<file path="src/rtl/activation_arbiter.sv">
// Round-robin arbiter sharing one activation unit among N requesters.
// Ports: clk/rst; per-requester arg/err in, res/fbk out; act_* unit streams.
module activation_arbiter #(
   parameter int N     = 4,
   parameter int ARG_W = 16,
   parameter int RES_W = 8,
   parameter int ERR_W = 16,
   parameter int FBK_W = 16
) (
   input  logic               clk,
   input  logic               rst,
   input  logic [N-1:0]       req_arg_stb,
   output logic [N-1:0]       req_arg_rdy,
   input  logic [N*ARG_W-1:0] req_arg_dat,
   input  logic [N-1:0]       req_err_stb,
   output logic [N-1:0]       req_err_rdy,
   input  logic [N*ERR_W-1:0] req_err_dat,
   output logic [N-1:0]       req_res_stb,
   input  logic [N-1:0]       req_res_rdy,
   output logic [RES_W-1:0]   req_res_dat,
   output logic [N-1:0]       req_fbk_stb,
   input  logic [N-1:0]       req_fbk_rdy,
   output logic [FBK_W-1:0]   req_fbk_dat,
   output logic               act_arg_stb,
   input  logic               act_arg_rdy,
   output logic [ARG_W-1:0]   act_arg_dat,
   input  logic               act_res_stb,
   output logic               act_res_rdy,
   input  logic [RES_W-1:0]   act_res_dat,
   output logic               act_err_stb,
   input  logic               act_err_rdy,
   output logic [ERR_W-1:0]   act_err_dat,
   input  logic               act_fbk_stb,
   output logic               act_fbk_rdy,
   input  logic [FBK_W-1:0]   act_fbk_dat
);

   localparam int GW  = $clog2(N);
   localparam int OPW = (ARG_W > ERR_W) ? ARG_W : ERR_W;
   localparam int RSW = (RES_W > FBK_W) ? RES_W : FBK_W;

   typedef enum logic [1:0] {IDLE, SEND, WAIT, RETURN} state_t;

   state_t         state;
   logic [GW-1:0]  g;
   logic [GW-1:0]  p;
   logic           bwd;
   logic [OPW-1:0] opnd;
   logic [RSW-1:0] rslt;

   logic           found;
   logic [GW-1:0]  sel;
   logic           sel_bwd;
   logic [ARG_W-1:0] sel_arg;
   logic [ERR_W-1:0] sel_err;

   // Scan from p upward with wrap; first pending requester wins.
   always_comb begin
      int j;
      found = 1'b0;
      sel   = '0;
      j     = 0;
      for (int k = 0; k < N; k++) begin
         j = int'(p) + k;
         if (j >= N) j = j - N;
         if (!found && (req_arg_stb[j] || req_err_stb[j])) begin
            found = 1'b1;
            sel   = GW'(j);
         end
      end
      sel_bwd = req_err_stb[sel];
      sel_arg = req_arg_dat[int'(sel)*ARG_W +: ARG_W];
      sel_err = req_err_dat[int'(sel)*ERR_W +: ERR_W];
   end

   wire take = (state == IDLE) && found;

   assign req_arg_rdy = (take && !sel_bwd) ? (N'(1) << sel) : '0;
   assign req_err_rdy = (take &&  sel_bwd) ? (N'(1) << sel) : '0;

   always_ff @(posedge clk) begin
      if (rst) begin
         state <= IDLE;
         g     <= '0;
         p     <= '0;
         bwd   <= 1'b0;
         opnd  <= '0;
         rslt  <= '0;
      end else begin
         unique case (state)
            IDLE: if (found) begin
               g     <= sel;
               bwd   <= sel_bwd;
               opnd  <= sel_bwd ? OPW'(sel_err) : OPW'(sel_arg);
               state <= SEND;
            end
            SEND: if (bwd ? act_err_rdy : act_arg_rdy)
               state <= WAIT;
            WAIT: begin
               if (!bwd && act_res_stb) begin
                  rslt  <= RSW'(act_res_dat);
                  state <= RETURN;
               end else if (bwd && act_fbk_stb) begin
                  rslt  <= RSW'(act_fbk_dat);
                  state <= RETURN;
               end
            end
            RETURN: if (bwd ? req_fbk_rdy[g] : req_res_rdy[g]) begin
               p     <= (int'(g) == N-1) ? '0 : g + GW'(1);
               state <= IDLE;
            end
            default: state <= IDLE;
         endcase
      end
   end

   // Outputs decode straight from registered state.
   assign act_arg_stb = (state == SEND) && !bwd;
   assign act_err_stb = (state == SEND) &&  bwd;
   assign act_arg_dat = opnd[ARG_W-1:0];
   assign act_err_dat = opnd[ERR_W-1:0];
   assign act_res_rdy = (state == WAIT) && !bwd;
   assign act_fbk_rdy = (state == WAIT) &&  bwd;

   assign req_res_stb = (state == RETURN && !bwd) ? (N'(1) << g) : '0;
   assign req_fbk_stb = (state == RETURN &&  bwd) ? (N'(1) << g) : '0;
   assign req_res_dat = rslt[RES_W-1:0];
   assign req_fbk_dat = rslt[FBK_W-1:0];

endmodule

</file>
<file path="config.mk">
export PLATFORM = sky130hd
export DESIGN_NAME = activation_arbiter
export DESIGN_NICKNAME = d
export VERILOG_FILES = /design/src/rtl/activation_arbiter.sv
export SDC_FILE = /design/constraint.sdc
export NUM_CORES = 1
export LEC_CHECK = 0
export CORE_MARGIN = 8
export CORE_UTILIZATION = 32
export DETAILED_ROUTE_END_ITERATION = 10
export PLACE_DENSITY = 0.79
export SYNTH_ARGS = -nofsm -noshare
export SYNTH_HDL_FRONTEND = slang
export SYNTH_SLANG_ARGS = --single-unit
</file>
<file path="constraint.sdc">
create_clock -name clk -period 2.3 [get_ports clk]
set_input_delay 0.46 -clock clk [delete_from_list [all_inputs] [get_ports clk]]
set_output_delay 0.46 -clock clk [all_outputs]
set_load 0.02 [all_outputs]
</file>
==> results of run 1 <==
==> routing by layer <==
layer | routed length [um] | part of all wire [%] | track usage (%)
met5 | 0 | 0 | 0
met1 | 6060 | 38 | 22.3
met4 | 303 | 1.9 | 6.24
met3 | 1580 | 9.9 | 8.57
met2 | 8070 | 50 | 38.6
==> per-stage QoR <==
| stage | setup WS [ns] | area, um2 | power, W |
|---|---|---|---|
| after global routing | -0.298 | 6650 | 0.00472 |
| after detailed placement | -1.12 | 6120 | 0.00370 |
| after global placement | -1.05 | 6120 | 0.00363 |
| after CTS | -0.240 | 6440 | 0.00439 |
| final | -0.249 | 6650 | 0.00446 |
| after floorplan | -0.190 | 3400 | 0.00250 |
==> sequential cells by signal (all words and copies together), names as in the netlist <==
signal / cells
act_arg_dat: 16
req_fbk_dat: 16
g: 2
p: 2
state: 2
bwd: 1
==> synthesized netlist by cell type, drive strengths merged, types with 3 or more instances <==
cell / count
clkbuf: 22
o211ai: 12
o21ai: 10
dfxtp: 39
nand2: 34
ha: 8
nand2b: 3
nand3: 16
a32o: 10
nor2b: 13
mux2i: 16
o211a: 7
mux4: 11
o2111ai: 4
or3: 3
or2: 3
a31oi: 16
inv: 6
a32oi: 5
a21oi: 31
buf: 40
nor3: 8
and3: 20
and2: 6
nor2: 30
a211oi: 22
==> layout make-up <==
type	count	share of cell area [%]
multi-input combinational	307	36.7
clock buffer	6	1.24
timing repair buffer	318	46.8
clock inverter	2	0.527
tap	136	2.56
sequential	39	11.9
inverter	6	0.339
==> logic make-up (layout without fill, tap and decap cells) <==
| family | Yosys count | in the layout | synth area share, % |
|---|---|---|---|
| adder cells (fa/ha/maj) | 8 | 8 | 2.99 |
| AND/OR/NAND/NOR | 138 | 138 | 20.4 |
| flip-flops | 39 | 39 | 23.3 |
| multiplexers | 28 | 28 | 12.5 |
| AO/OA/AOI/OAI | 133 | 133 | 29.3 |
| buffers and inverters | 68 | 332 | 11.5 |
==> critical path: stages <==
cell	delay, ns
sky130_fd_sc_hd__buf_6	0.09
sky130_fd_sc_hd__or2_4	0.27
sky130_fd_sc_hd__a311oi_4	0.31
sky130_fd_sc_hd__buf_4	0.19
sky130_fd_sc_hd__nor2_4	0.05
sky130_fd_sc_hd__buf_6	0.11
sky130_fd_sc_hd__a32o_2	0.29
sky130_fd_sc_hd__and3_4	0.19
sky130_fd_sc_hd__buf_6	0.13
==> power by group through the flow <==
stage / registers, W / clock network (W) / logic (W)
floorplan: 0.00114 / 0 / 0.00136
global route: 0.00103 / 0.000647 / 0.00304
detailed placement: 0.00102 / 0 / 0.00268
global placement: 0.00101 / 0 / 0.00262
finish: 0.00101 / 0.000606 / 0.00285
CTS: 0.00100 / 0.000622 / 0.00277
==> worst paths after layout <==
path | to | slack (ns) | cells after the start
hold / removal | req_fbk_dat[14] | 0.45 | 2
setup / recovery | req_arg_rdy[0] | -0.25 | 9
setup reg to reg | act_arg_dat[13] | -0.04 | 8
hold reg to reg | req_fbk_dat[14] | 0.45 | 2
==> timing repair <==
action | CTS | global route
gates resized for setup | 115 | 41
pin swaps | 13 | 26
gates cloned | 0 | 1
endpoints found under the setup margin | 29 | 31
hold buffers | 0 | 0
buffers inserted | 11 | 6
==> key figures, run 1 <==
Status
  • Outcome: complete, but fails checks
  • Failing checks: setup timing

STA
  • Number of hold violations in the final report: 0
  • Post-Route Setup TNS: -2.03 ns
  • Top achievable clock speed: 392 MHz
  • Worst Slack Setup Final: -0.249 ns
  • Worst-margin pin slew: 0.644 ns
  • Hold Worst Slack: 0.450 ns
  • Max-slew violation count: 0
  • Period utilisation layout: 111%
  • RSZ-0062 raised after global routing: yes
  • Time the worst path needs with I/O delays and setup: 2.55 ns
  • Total of endpoints with negative setup slack in the final report: 15
  • Worst-case clock skew: 0.00956 ns
  • Slew HR: 57.0%

Cells and area
  • Filler Cell Count: 834
  • Antenna Cells: 0
  • Post-synthesis to final-layout area growth: 98.2%
  • Multi-input logic area: 0.00244 mm2
  • Total Nets Final: 859
  • Top library cells by usage in the layout, fill and taps aside: sky130_fd_sc_hd__clkdlybuf4s50_1, sky130_fd_sc_hd__buf_4, sky130_fd_sc_hd__dfxtp_1, sky130_fd_sc_hd__nand2_1, sky130_fd_sc_hd__a21oi_1
  • Number of cells in the finished layout apart from fillers: 814
  • Most common library cell in the layout ignoring fill and taps: sky130_fd_sc_hd__clkdlybuf4s50_1
  • Register Area: 790 um2
  • Share of layout cells above drive strength 1: 22.7%
  • Utilization of the core after routing: 65.0%

GRT
  • GR Util All Layers: 21.3%
  • Antenna violations before repair: 0
  • Via count of the first global-routing pass: 4791
  • Maximum number of pins on one net before global-route repair: 40
  • Global-route congestion overflow total: 0
  • Wire length of the first global-routing pass: 24.7 mm

Floorplan
  • Die Width: 118 um
  • Die area: 0.0140 mm2
  • Standard-cell row count: 37
  • Die H: 118 um
  • Starting density of the core: 32.8%
  • Number of ports placed on the die boundary: 250
  • CORE AREA: 0.0102 mm2

Logic synthesis
  • Fraction of registers with async set/reset: 0%
  • Synth Register Bits: 39
  • Number of warnings issued by yosys: 0
  • Net Count, Synth: 596
  • Average size of a mapped cell: 8.10 um2
  • Post-Synthesis Cell Area: 0.00335 mm2
  • Synth Instances: 414
  • EDFF count, synth: 0
  • Top area cells in the synthesized netlist: sky130_fd_sc_hd__dfxtp_1, sky130_fd_sc_hd__mux4_2, sky130_fd_sc_hd__buf_4, sky130_fd_sc_hd__a211oi_1, sky130_fd_sc_hd__mux2i_1
  • Post-synthesis sequential area ratio: 23.3%
  • Count of distinct cell types in the synthesized netlist: 52
  • Primary flip-flop cell chosen by synthesis mapping: sky130_fd_sc_hd__dfxtp_1
  • Largest area contributor in the netlist: sky130_fd_sc_hd__dfxtp_1
  • Top-area cell type share of the netlist area: 23.3%

Clock tree
  • Clock transition at the registers of the reported paths: 0.08 ns
  • H-Tree Level Count: 2
  • Maximum buffer depth of the clock tree: 2
  • Clock sink count: 39
  • Number of buffers added by the clock tree synthesis step: 5
  • CTS Root Cell: sky130_fd_sc_hd__clkbuf_8
  • Clock tree from TritonCTS: yes
  • Clock latency of the later-clocked register in the worst-skew pair: 0.29 ns

Drt
  • DRC: 0
  • Total via count after detailed routing: 4339
  • Iteration count of the initial detailed-routing pass: 5
  • Initial drt markers: 276
  • Routed wirelength normalized by instance count: 19.7 um
  • Final Routed Wirelength: 16.0 mm
  • Vias per std cell: 5.33
  • Antenna violation net count after detailed routing: 0

Placement
  • Placed Cells incl. Taps: 791
  • Sum of net half-perimeters after detailed placement: 12.9 mm
  • Final weighted congestion in routability-driven placement: 0.894
  • IO buf count: 249

Power and ir drop
  • Sequential share of power: 22.6%
  • Combinational share of power: 63.8%
  • Cell area power density: 671 mW/mm2
  • Worst supply voltage drop on vdd: 0.309 mV
  • Static Leak: 2.66 nW
  • Switching share of power: 40.4%
  • Internal power consumption: 0.00266 W
  • Clock network power share: 13.6%
  • Power spent charging and discharging nets: 0.00180 W

Min path
  • Start point of the worst min-delay path: req_fbk_dat[14]
  • Worst hold path class: reg -> reg

Critical path
  • Reg2Reg Launch Point: p[1]
  • Data required time at the worst endpoint: 1.84 ns
  • Type of the setup path with the least slack: in -> out
  • Critical path endpoint category: output port
  • Arrival time of the worst setup path: 2.09 ns
  • Worst setup startpoint: req_arg_stb[3]
  • Type of element launching the critical path: input pin
  • Worst Path Max Fanout: 4

Job
  • Max-cap violations: 0
Note: power is estimated with default switching activity, not from simulation.
==> run 2, diff against run 1 <==
--- a/config.mk
+++ b/config.mk
@@ -8,7 +8,7 @@
 export CORE_MARGIN = 8
 export CORE_UTILIZATION = 32
 export DETAILED_ROUTE_END_ITERATION = 10
-export PLACE_DENSITY = 0.79
+export PLACE_DENSITY = 0.83
 export SYNTH_ARGS = -nofsm -noshare
 export SYNTH_HDL_FRONTEND = slang
 export SYNTH_SLANG_ARGS = --single-unit
==> run 2 against run 1 <==
Effect of this change: core utilization fell by 1.7 points; flip-flop and latch count did not move; total power down 3.3%; count of clock-buffer cells in the layout fell by 1; highest routed layer unchanged; sequential power hardly changed; hold slack better by 0.0051 ns; global-route usage fell by 0.70 points; worst setup slack worse by 0.021 ns; final area decreased by 2.6%; the flow still finishes with violations (setup timing).
==> key figures, run 2 (synthesis results as in run 1) <==
Min path
  • Worst hold path class: reg -> reg (unchanged)
  • Start point of the worst min-delay path: req_fbk_dat[9] (was req_fbk_dat[14])
  • WHS Path Cells: 2 (unchanged)
  • Hold path endpoint: req_fbk_dat[9] (was req_fbk_dat[14])

Cells and area
  • Utilization of the core after routing: 63.3% (was 65.0%)
  • Total Nets Final: 856 (was 859)
  • Most common library cell in the layout ignoring fill and taps: sky130_fd_sc_hd__clkdlybuf4s50_1 (unchanged)
  • Post-synthesis to final-layout area growth: 93.1% (was 98.2%)
  • Share of layout cells above drive strength 1: 20.7% (was 22.7%)
  • Top library cells by usage in the layout, fill and taps aside: sky130_fd_sc_hd__clkdlybuf4s50_1, sky130_fd_sc_hd__buf_4, sky130_fd_sc_hd__dfxtp_1, sky130_fd_sc_hd__nand2_1, sky130_fd_sc_hd__a21oi_1 (unchanged)
  • Antenna Cells: 0 (unchanged)
  • Final design instance area without fill: 0.00648 mm2 (was 0.00665 mm2)

STA
  • Period utilisation layout: 112% (was 111%)
  • Total of endpoints with negative setup slack in the final report: 14 (was 15)
  • Slew HR: 60.7% (was 57.0%)
  • Max-slew violation count: 0 (unchanged)
  • Number of hold violations in the final report: 0 (unchanged)
  • Worst-case clock skew: 0.00826 ns (was 0.00956 ns)
  • Time the worst path needs with I/O delays and setup: 2.57 ns (was 2.55 ns)
  • Worst Slack Setup Final: -0.270 ns (was -0.249 ns)
  • Post-Route Setup TNS: -1.63 ns (was -2.03 ns)
  • RSZ-0062 raised after global routing: yes (unchanged)
  • Top achievable clock speed: 389 MHz (was 392 MHz)
  • Hold Worst Slack: 0.456 ns (was 0.450 ns)
  • Worst-margin pin slew: 0.590 ns (was 0.644 ns)

Floorplan
  • Die H: 118 um (unchanged)
  • Standard-cell row count: 37 (unchanged)
  • Die area: 0.0140 mm2 (unchanged)
  • Die Width: 118 um (unchanged)
  • Starting density of the core: 32.8% (unchanged)
  • CORE AREA: 0.0102 mm2 (unchanged)
  • Number of ports placed on the die boundary: 250 (unchanged)

Drt
  • DRC: 0 (unchanged)
  • Initial drt markers: 163 (was 276)
  • Total via count after detailed routing: 4263 (was 4339)
  • Vias per std cell: 5.26 (was 5.33)
  • Final Routed Wirelength: 15.6 mm (was 16.0 mm)
  • Iteration count of the initial detailed-routing pass: 5 (unchanged)
  • Routed wirelength normalized by instance count: 19.3 um (was 19.7 um)
  • Antenna violation net count after detailed routing: 0 (unchanged)

Power and ir drop
  • Cell area power density: 666 mW/mm2 (was 671 mW/mm2)
  • Static Leak: 2.53 nW (was 2.66 nW)
  • Worst supply voltage drop on vdd: 0.296 mV (was 0.309 mV)

GRT
  • Antenna violations before repair: 0 (unchanged)
  • Via count of the first global-routing pass: 4582 (was 4791)
  • GR Util All Layers: 20.6% (was 21.3%)
  • Maximum number of pins on one net before global-route repair: 40 (unchanged)
  • Wire length of the first global-routing pass: 23.8 mm (was 24.7 mm)
  • Global-route congestion overflow total: 0 (unchanged)

Critical path
  • Worst path cell trace: buf_8, or2_4, o2bb2ai_4, o32a_1, a32oi_2, buf_4, nand2_4, nor3_2, buf_4 (was buf_6, or2_4, a311oi_4, buf_4, nor2_4, buf_6, a32o_2, and3_4, buf_6)
  • Worst Path Max Fanout: 4 (unchanged)
  • Type of element launching the critical path: input pin (unchanged)
  • Most used cell, CP: sky130_fd_sc_hd__buf_4 (was sky130_fd_sc_hd__buf_6)
  • Worst r2r dst: act_arg_dat[13] (unchanged)
  • Type of the setup path with the least slack: in -> out (unchanged)
  • Critical path endpoint category: output port (unchanged)
  • Arrival time of the worst setup path: 2.11 ns (was 2.09 ns)
  • Slowest-stage cell, CP: sky130_fd_sc_hd__o32a_1 (was sky130_fd_sc_hd__a311oi_4)
  • Number of cells on the worst reg-to-reg path: 9 (was 8)
  • Reg2Reg Setup Slack: -0.02 ns (was -0.04 ns)
  • Data required time at the worst endpoint: 1.84 ns (about the same)
  • Reg2Reg Launch Point: p[0] (was p[1])
  • Highest cell delay on the worst timing path: 0.39 ns (was 0.31 ns)

Status
  • Outcome: complete, but fails checks (unchanged)
  • Failing checks: setup timing (unchanged)

Job
  • Max-cap violations: 0 (unchanged)

Clock tree
  • Clock tree from TritonCTS: yes (unchanged)
  • Maximum buffer depth of the clock tree: 2 (unchanged)
  • Clock transition at the registers of the reported paths: 0.08 ns (about the same)
  • Hold-fix buffers at CTS: 0 (unchanged)
  • CTS Root Cell: sky130_fd_sc_hd__clkbuf_8 (unchanged)
  • Clock latency of the later-clocked register in the worst-skew pair: 0.29 ns (about the same)
  • Clock sink count: 39 (unchanged)
  • H-Tree Level Count: 2 (unchanged)
  • Number of buffers added by the clock tree synthesis step: 5 (unchanged)

Placement
  • Final weighted congestion in routability-driven placement: 0.857 (was 0.894)
  • Dpl cell area: 0.00604 mm2 (was 0.00612 mm2)
  • DP Worst Slack: -1.15 ns (was -1.12 ns)
  • Sum of net half-perimeters after detailed placement: 12.5 mm (was 12.9 mm)
  • IO buf count: 249 (unchanged)
run 2: changes by cell type in the layout (fill, tap and decap cells not counted), sizes merged:
cell	before	now
buf	82	80
clkdlybuf4s50	224	229
dlymetal6s2s	5	0
dlygate4sd2	1	4
bufinv	1	0
clkinv	1	3
clkbuf	10	5
run 2: power by group:
group / internal, W / switching, W
combinational: 0.00148 / 0.00137
clock: 0.000208 / 0.000262
sequential: 0.000842 / 0.000152
total: 0.00253 / 0.00178
run 2: cell type report:
class                           instances  area [um2]
Inverter                                6        22.5
Clock buffer                            5        68.8
Tap cell                              136         170
Sequential cell                        39         791
Fill cell                             863        3750
Multi-Input combinational cell        307        2380
Clock inverter                          3        15.0
Timing Repair Buffer                  315        3030
run 2: repair_timing:
action,4_1_cts,5_1_grt
cloned,0,0
resized for setup,107,22
endpoints found under the setup margin,29,21
pin swaps,19,7
hold endpoints to repair,0,0
setup buffers,15,11
run 2: worst max-delay path, delay by kind of cell:
family / cells / cell delay, ns
AOI/OAI and AO/OA: 3 / 0.77
buffers and inverters: 3 / 0.44
and+or+nand+nor: 3 / 0.44
run 2: layer usage:
metal / wire (um) / share of wire (%) / vias up / GRT usage, %
met1: 6090 / 39 / 2006 / 21.9
met3: 1240 / 7.9 / 25 / 7.09
met4: 291 / 1.9 / 0 / 5.44
li1: - / - / 2041 / -
met5: 0 / 0 / - / 0
met2: 8020 / 51 / 191 / 38.0
run 2: worst max path at each step:
stage / from / endpoint / slack [ns]
6_report: req_arg_stb[2] / req_err_rdy[1] / -0.27
5_1_grt: req_arg_stb[2] / req_err_rdy[3] / -0.35
4_1_cts: req_err_stb[3] / req_err_rdy[1] / -0.22
3_5_place_dp: req_err_stb[2] / req_arg_rdy[1] / -1.15
3_3_place_gp: req_err_stb[2] / req_arg_rdy[1] / -1.03
2_1_floorplan: req_arg_stb[3] / req_arg_rdy[1] / -0.19
run 2: per-stage QoR:
stage / instances / total power, W
2_1_floorplan: 414 / 0.00250
3_3_place_gp: 779 / 0.00363
3_5_place_dp: 779 / 0.00370
4_1_cts: 801 / 0.00426
5_1_grt: 811 / 0.00456
6_report: 811 / 0.00431
==> run 3, diff against run 2 <==
--- a/config.mk
+++ b/config.mk
@@ -5,8 +5,10 @@
 export SDC_FILE = /design/constraint.sdc
 export NUM_CORES = 1
 export LEC_CHECK = 0
+export CORE_ASPECT_RATIO = 0.6
 export CORE_MARGIN = 8
 export CORE_UTILIZATION = 32
+export CTS_CLUSTER_SIZE = 12
 export DETAILED_ROUTE_END_ITERATION = 10
 export PLACE_DENSITY = 0.83
 export SYNTH_ARGS = -nofsm -noshare
==> run 3 against run 2 <==
Effect of this change: the run still ends with setup timing left; hold slack got worse by 0.0011 ns; global-route usage grew 1.3 points; register-to-register slack improved by 0.06 ns; final area rose by 1.9%; die area up 0.77%; critical path type unchanged; first-iteration DRC count is 82% higher; maximum frequency rose by 0.51%; worst setup slack better by 0.013 ns; flip-flop and latch count stayed put; clock power increased by 45%.
==> key figures, run 3 (synthesis results as in run 1) <==
Power and ir drop
  • Clock network power share: 15.1% (was 10.9%)
  • Switching share of power: 40.7% (was 41.4%)
  • Cell area power density: 683 mW/mm2 (was 666 mW/mm2)
  • Total power: 0.00451 W (was 0.00431 W)
  • Combinational share of power: 62.8% (was 66.0%)
  • Static Leak: 2.66 nW (was 2.53 nW)
  • Power spent charging and discharging nets: 0.00183 W (was 0.00178 W)
  • Worst supply voltage drop on vdd: 0.315 mV (was 0.296 mV)
  • Internal power consumption: 0.00267 W (was 0.00253 W)
  • Sequential share of power: 22.1% (was 23.1%)

Clock tree
  • Clock sink count: 39 (unchanged)
  • H-Tree Level Count: 2 (unchanged)
  • Maximum buffer depth of the clock tree: 2 (unchanged)
  • Clock tree from TritonCTS: yes (unchanged)
  • Number of buffers added by the clock tree synthesis step: 5 (unchanged)
  • Clock transition at the registers of the reported paths: 0.06 ns (was 0.08 ns)
  • Hold-fix buffers at CTS: 0 (unchanged)
  • Clock latency of the later-clocked register in the worst-skew pair: 0.28 ns (was 0.29 ns)
  • CTS Root Cell: sky130_fd_sc_hd__clkbuf_16 (was sky130_fd_sc_hd__clkbuf_8)

Floorplan
  • Standard-cell row count: 29 (was 37)
  • Die H: 95.3 um (was 118 um)
  • Number of ports placed on the die boundary: 250 (unchanged)
  • Die Width: 148 um (was 118 um)
  • CORE AREA: 0.0104 mm2 (was 0.0102 mm2)
  • Die area: 0.0141 mm2 (was 0.0140 mm2)
  • Starting density of the core: 32.3% (was 32.8%)

Placement
  • Final weighted congestion in routability-driven placement: 0.869 (was 0.857)
  • IO buf count: 249 (unchanged)
  • Sum of net half-perimeters after detailed placement: 13.3 mm (was 12.5 mm)
  • DP Worst Slack: -1.13 ns (was -1.15 ns)
  • Dpl cell area: 0.00612 mm2 (was 0.00604 mm2)

STA
  • Worst-margin pin slew: 0.631 ns (was 0.590 ns)
  • Max-slew violation count: 0 (unchanged)
  • Period utilisation layout: 111% (was 112%)
  • Total of endpoints with negative setup slack in the final report: 8 (was 14)
  • Top achievable clock speed: 391 MHz (was 389 MHz)
  • Worst Slack Setup Final: -0.257 ns (was -0.270 ns)
  • Number of hold violations in the final report: 0 (unchanged)
  • Time the worst path needs with I/O delays and setup: 2.56 ns (was 2.57 ns)
  • RSZ-0062 raised after global routing: yes (unchanged)
  • Worst-case clock skew: 0.00423 ns (was 0.00826 ns)
  • Slew HR: 57.9% (was 60.7%)

GRT
  • GR Util All Layers: 21.9% (was 20.6%)
  • Global-route congestion overflow total: 0 (unchanged)
  • Wire length of the first global-routing pass: 24.5 mm (was 23.8 mm)
  • Via count of the first global-routing pass: 4359 (was 4582)
  • Antenna violations before repair: 0 (unchanged)
  • Maximum number of pins on one net before global-route repair: 40 (unchanged)

Drt
  • Routed wirelength normalized by instance count: 21.0 um (was 19.3 um)
  • Vias per std cell: 5.42 (was 5.26)
  • Final Routed Wirelength: 17.1 mm (was 15.6 mm)
  • Initial drt markers: 296 (was 163)
  • Antenna violation net count after detailed routing: 0 (unchanged)
  • Iteration count of the initial detailed-routing pass: 4 (was 5)
  • DRC: 0 (unchanged)
  • Total via count after detailed routing: 4410 (was 4263)

Cells and area
  • Share of layout cells above drive strength 1: 20.7% (unchanged)
  • Post-synthesis to final-layout area growth: 96.7% (was 93.1%)
  • Top library cells by usage in the layout, fill and taps aside: sky130_fd_sc_hd__clkdlybuf4s50_1, sky130_fd_sc_hd__buf_4, sky130_fd_sc_hd__dfxtp_1, sky130_fd_sc_hd__nand2_1, sky130_fd_sc_hd__a21oi_1 (unchanged)
  • Most common library cell in the layout ignoring fill and taps: sky130_fd_sc_hd__clkdlybuf4s50_1 (unchanged)
  • Total Nets Final: 856 (unchanged)
  • Antenna Cells: 0 (unchanged)
  • Final design instance area without fill: 0.00660 mm2 (was 0.00648 mm2)

Critical path
  • Type of the setup path with the least slack: in -> out (unchanged)
  • Critical path endpoint category: output port (unchanged)
  • Worst Path Max Fanout: 4 (unchanged)
  • Type of element launching the critical path: input pin (unchanged)
  • Arrival time of the worst setup path: 2.10 ns (was 2.11 ns)
  • Data required time at the worst endpoint: 1.84 ns (about the same)

Min path
  • Worst hold path class: reg -> reg (unchanged)

Job
  • Max-cap violations: 0 (unchanged)

Status
  • Outcome: complete, but fails checks (unchanged)
  • Failing checks: setup timing (unchanged)
-- run 3: power groups by stage --
stage / Combinational (W) / Sequential, W / Clock [W]
global route: 0.00299 / 0.00102 / 0.000734
finish: 0.00283 / 0.000998 / 0.000681
floorplan: 0.00136 / 0.00114 / 0
global placement: 0.00259 / 0.000996 / 0
detailed placement: 0.00265 / 0.00101 / 0
CTS: 0.00275 / 0.000999 / 0.000702
-- run 3: worst max-delay path: stages --
cell,delay (ns)
sky130_fd_sc_hd__buf_8,0.10
sky130_fd_sc_hd__or2_4,0.28
sky130_fd_sc_hd__a311oi_4,0.33
sky130_fd_sc_hd__buf_4,0.18
sky130_fd_sc_hd__nor2_4,0.04
sky130_fd_sc_hd__a32o_2,0.29
sky130_fd_sc_hd__buf_8,0.13
sky130_fd_sc_hd__and3_4,0.16
sky130_fd_sc_hd__buf_6,0.12
-- run 3: repair_timing --
item	4_1_cts	5_1_grt
setup endpoints to repair	30	23
buffers inserted	7	7
resized for setup	89	30
pin swaps	13	13
cloned	0	2
-- run 3: path summary, 6_finish.rpt --
| check | cells after the start | from | slack (ns) | endpoint |
|---|---|---|---|---|
| max | 9 | req_arg_stb[2] | -0.26 | req_arg_rdy[0] |
| min | 2 | req_fbk_dat[13] | 0.45 | req_fbk_dat[13] |
| max reg2reg | 11 | p[1] | 0.04 | act_arg_dat[0] |
| min reg2reg | 2 | req_fbk_dat[13] | 0.45 | req_fbk_dat[13] |
-- run 3: metrics by stage --
| step | hold slack, ns | setup TNS (ns) | util (%) | instances |
|---|---|---|---|---|
| 2_1_floorplan | 0.450 | -1.18 | - | 414 |
| 3_3_place_gp | 0.440 | -16.98 | 59.0 | 790 |
| 3_5_place_dp | 0.447 | -18.60 | 59.0 | 790 |
| 4_1_cts | 0.455 | -1.41 | 61.6 | 805 |
| 5_1_grt | 0.471 | -2.00 | 63.6 | 814 |
| 6_report | 0.454 | -1.45 | 63.6 | 814 |
-- run 3: area by class of cell --
cell class | count | area, um2
Inverter | 6 | 22.5
Tap cell | 139 | 174
Sequential cell | 39 | 787
Clock inverter | 3 | 15.0
Clock buffer | 5 | 125
Timing Repair Buffer | 315 | 3120
Fill cell | 872 | 3780
Multi-Input combinational cell | 307 | 2360
-- run 3: layer usage --
layer	wire [um]	global-route usage (%)	part of all wire, %	vias to the layer above
met4	334	5.40	2.0	0
li1	-	-	-	2052
met3	1250	5.50	7.3	23
met1	7010	26.4	41	2152
met5	0	0	0	-
met2	8510	38.7	50	183
==> edit: new RTL, settings of run 1 <==
Change the parameter `ARG_W` from 16 to 18.
--- a/src/rtl/activation_arbiter.sv
+++ b/src/rtl/activation_arbiter.sv
@@ -4,3 +4,3 @@
    parameter int N     = 4,
-   parameter int ARG_W = 16,
+   parameter int ARG_W = 18,
    parameter int RES_W = 8,
Interface: changed (resized act_arg_dat and req_arg_dat); port bits go from 250 to 260. The function was not compared with the original's and may differ.
==> edit against run 1 <==
- the run still ends with negative setup slack left
- via count down 0.97%
- routed wire length up 1.8%
- synthesized area is 9.4% lower
- sequential cell count increased by 2
- register-to-register slack improved by 0.12 ns
- sequential share of layout area rose by 1.1 points
- worst setup slack worse by 0.12 ns
- final area shrank 3.9%
- clock power down 15%
- combinational power down 6%
- total power shrank 4.5%
- critical endpoint unchanged
- largest cell class unchanged
==> edit: results (changes against run 1) <==
hpwl dp=12900 um (about the same); vias in the first global route=4348 (-9.2%); met3 Usage GRT=4.54% (-4.0 points); Syn Nets=582 (-2.3%); post-route insts no fill=793 (-2.6%); worst-case clock buffer depth=2 (unchanged); layout cell share with drive strength beyond 1=19.4% (-3.3 points); number of I/O port buffers=259 (+4.0%); setup ws final=-0.365 ns (-0.115 ns); Post-Route Setup TNS=-2.39 ns (-0.357 ns); Fill cells=718 (-14%); cell leakage power=0.00255 uW (-4.3%); final net count=853 (-0.70%); Syn Area/Cell=7.75 um2 (-4.4%); met2 usage=42.9% (+4.3 points); WP data arrival=2.20 ns (+0.11 ns); placed instance area=0.00600 mm2 (-2.0%); FF-to-FF Start=p[0]; slowest library cell on the worst path=or3_4; Min Hold Slack=0.458 ns (+0.00703 ns); met3 WL=1090 um (-31%); vias per cell=5.42 (+1.7%); worst flop-to-flop path endpoint=act_arg_dat[14]; First-pass DRT Iterations=6 (+1); Psw=1750 uW (-2.7%); Synth top cells by count=nand2_1 (79), dfxtp_1 (41), a21oi_1 (35), a222oi_1 (34), buf_4 (28); CTS Root Cell=clkbuf_8; Initial DRC Count=408 (+48%); grt met1 use=25.2% (+3.0 points); R2R setup slack=0.08 ns (+0.12 ns); Peak VDD IR=0.285 mV (-7.7%); M1 WL=6200 um (+2.3%); outcome=complete, but fails checks; max incr delay on CP=0.40 ns (+0.09 ns); mux cell area share after synthesis=2.80% (-9.7 points); Clk pwr share=12.0% (-1.6 points); largest net degree at the start of global routing=36 (-10%); violated checks=negative setup slack; post-synthesis sequential area ratio=27.0% (+3.7 points); Synth Area in Compound Gates=31.8% (+2.5 points); skew final=0.0124 ns (+0.00280 ns); first-pass GRT wire length=23700 um (-4.1%); wire length per cell=20.6 um (+4.5%); met2 WL=8600 um (+6.6%); worst-path maximum fanout=5 (+1); GRT Util Overall=23.0% (+1.7 points); Int Power=2510 uW (-5.7%); cell family with most CP delay=simple AND/OR/NAND/NOR gates; Finish-stage setup viols=8 (-7); synthesized-area fraction occupied by adder cells=3.30% (+0.31 points); Final GP Congestion=0.867 (-3.1%); Worst-Margin Slew=0.533 ns (-0.111 ns); ranking of synthesized cells by area=dfxtp_1 (27%), a222oi_1 (11%), nand2_1 (9.8%), buf_4 (6.9%), a21oi_1 (5.8%)
[edit: cell types whose count changed after synthesis, sizes merged, moves of 12 or more]
cell / before / now
nand2: 34 / 79
o211ai: 12 / 0
a222oi: 0 / 34
a31oi: 16 / 1
mux2i: 16 / 4
a211oi: 22 / 2
and3: 20 / 4
a221o: 0 / 16
[edit: final cells by class]
type / instances / area (um2) / share of cell area (%)
multi-input cells: 287 / 2100 / 32.9
clock inverters: 3 / 25.0 / 0.392
repair buffers: 319 / 3160 / 49.5
inverters: 9 / 33.8 / 0.529
clock buffers: 5 / 68.8 / 1.08
flip-flops and latches: 41 / 830 / 13.0
well taps: 129 / 161 / 2.53
[edit: what timing repair did]
| action | 4_1_cts | 5_1_grt |
|---|---|---|
| resized for setup | 95 | 26 |
| setup endpoints to repair | 36 | 34 |
| pin swaps | 9 | 9 |
| hold buffers | 0 | 0 |
| buffers inserted | 12 | 5 |
| gates cloned | 0 | 1 |
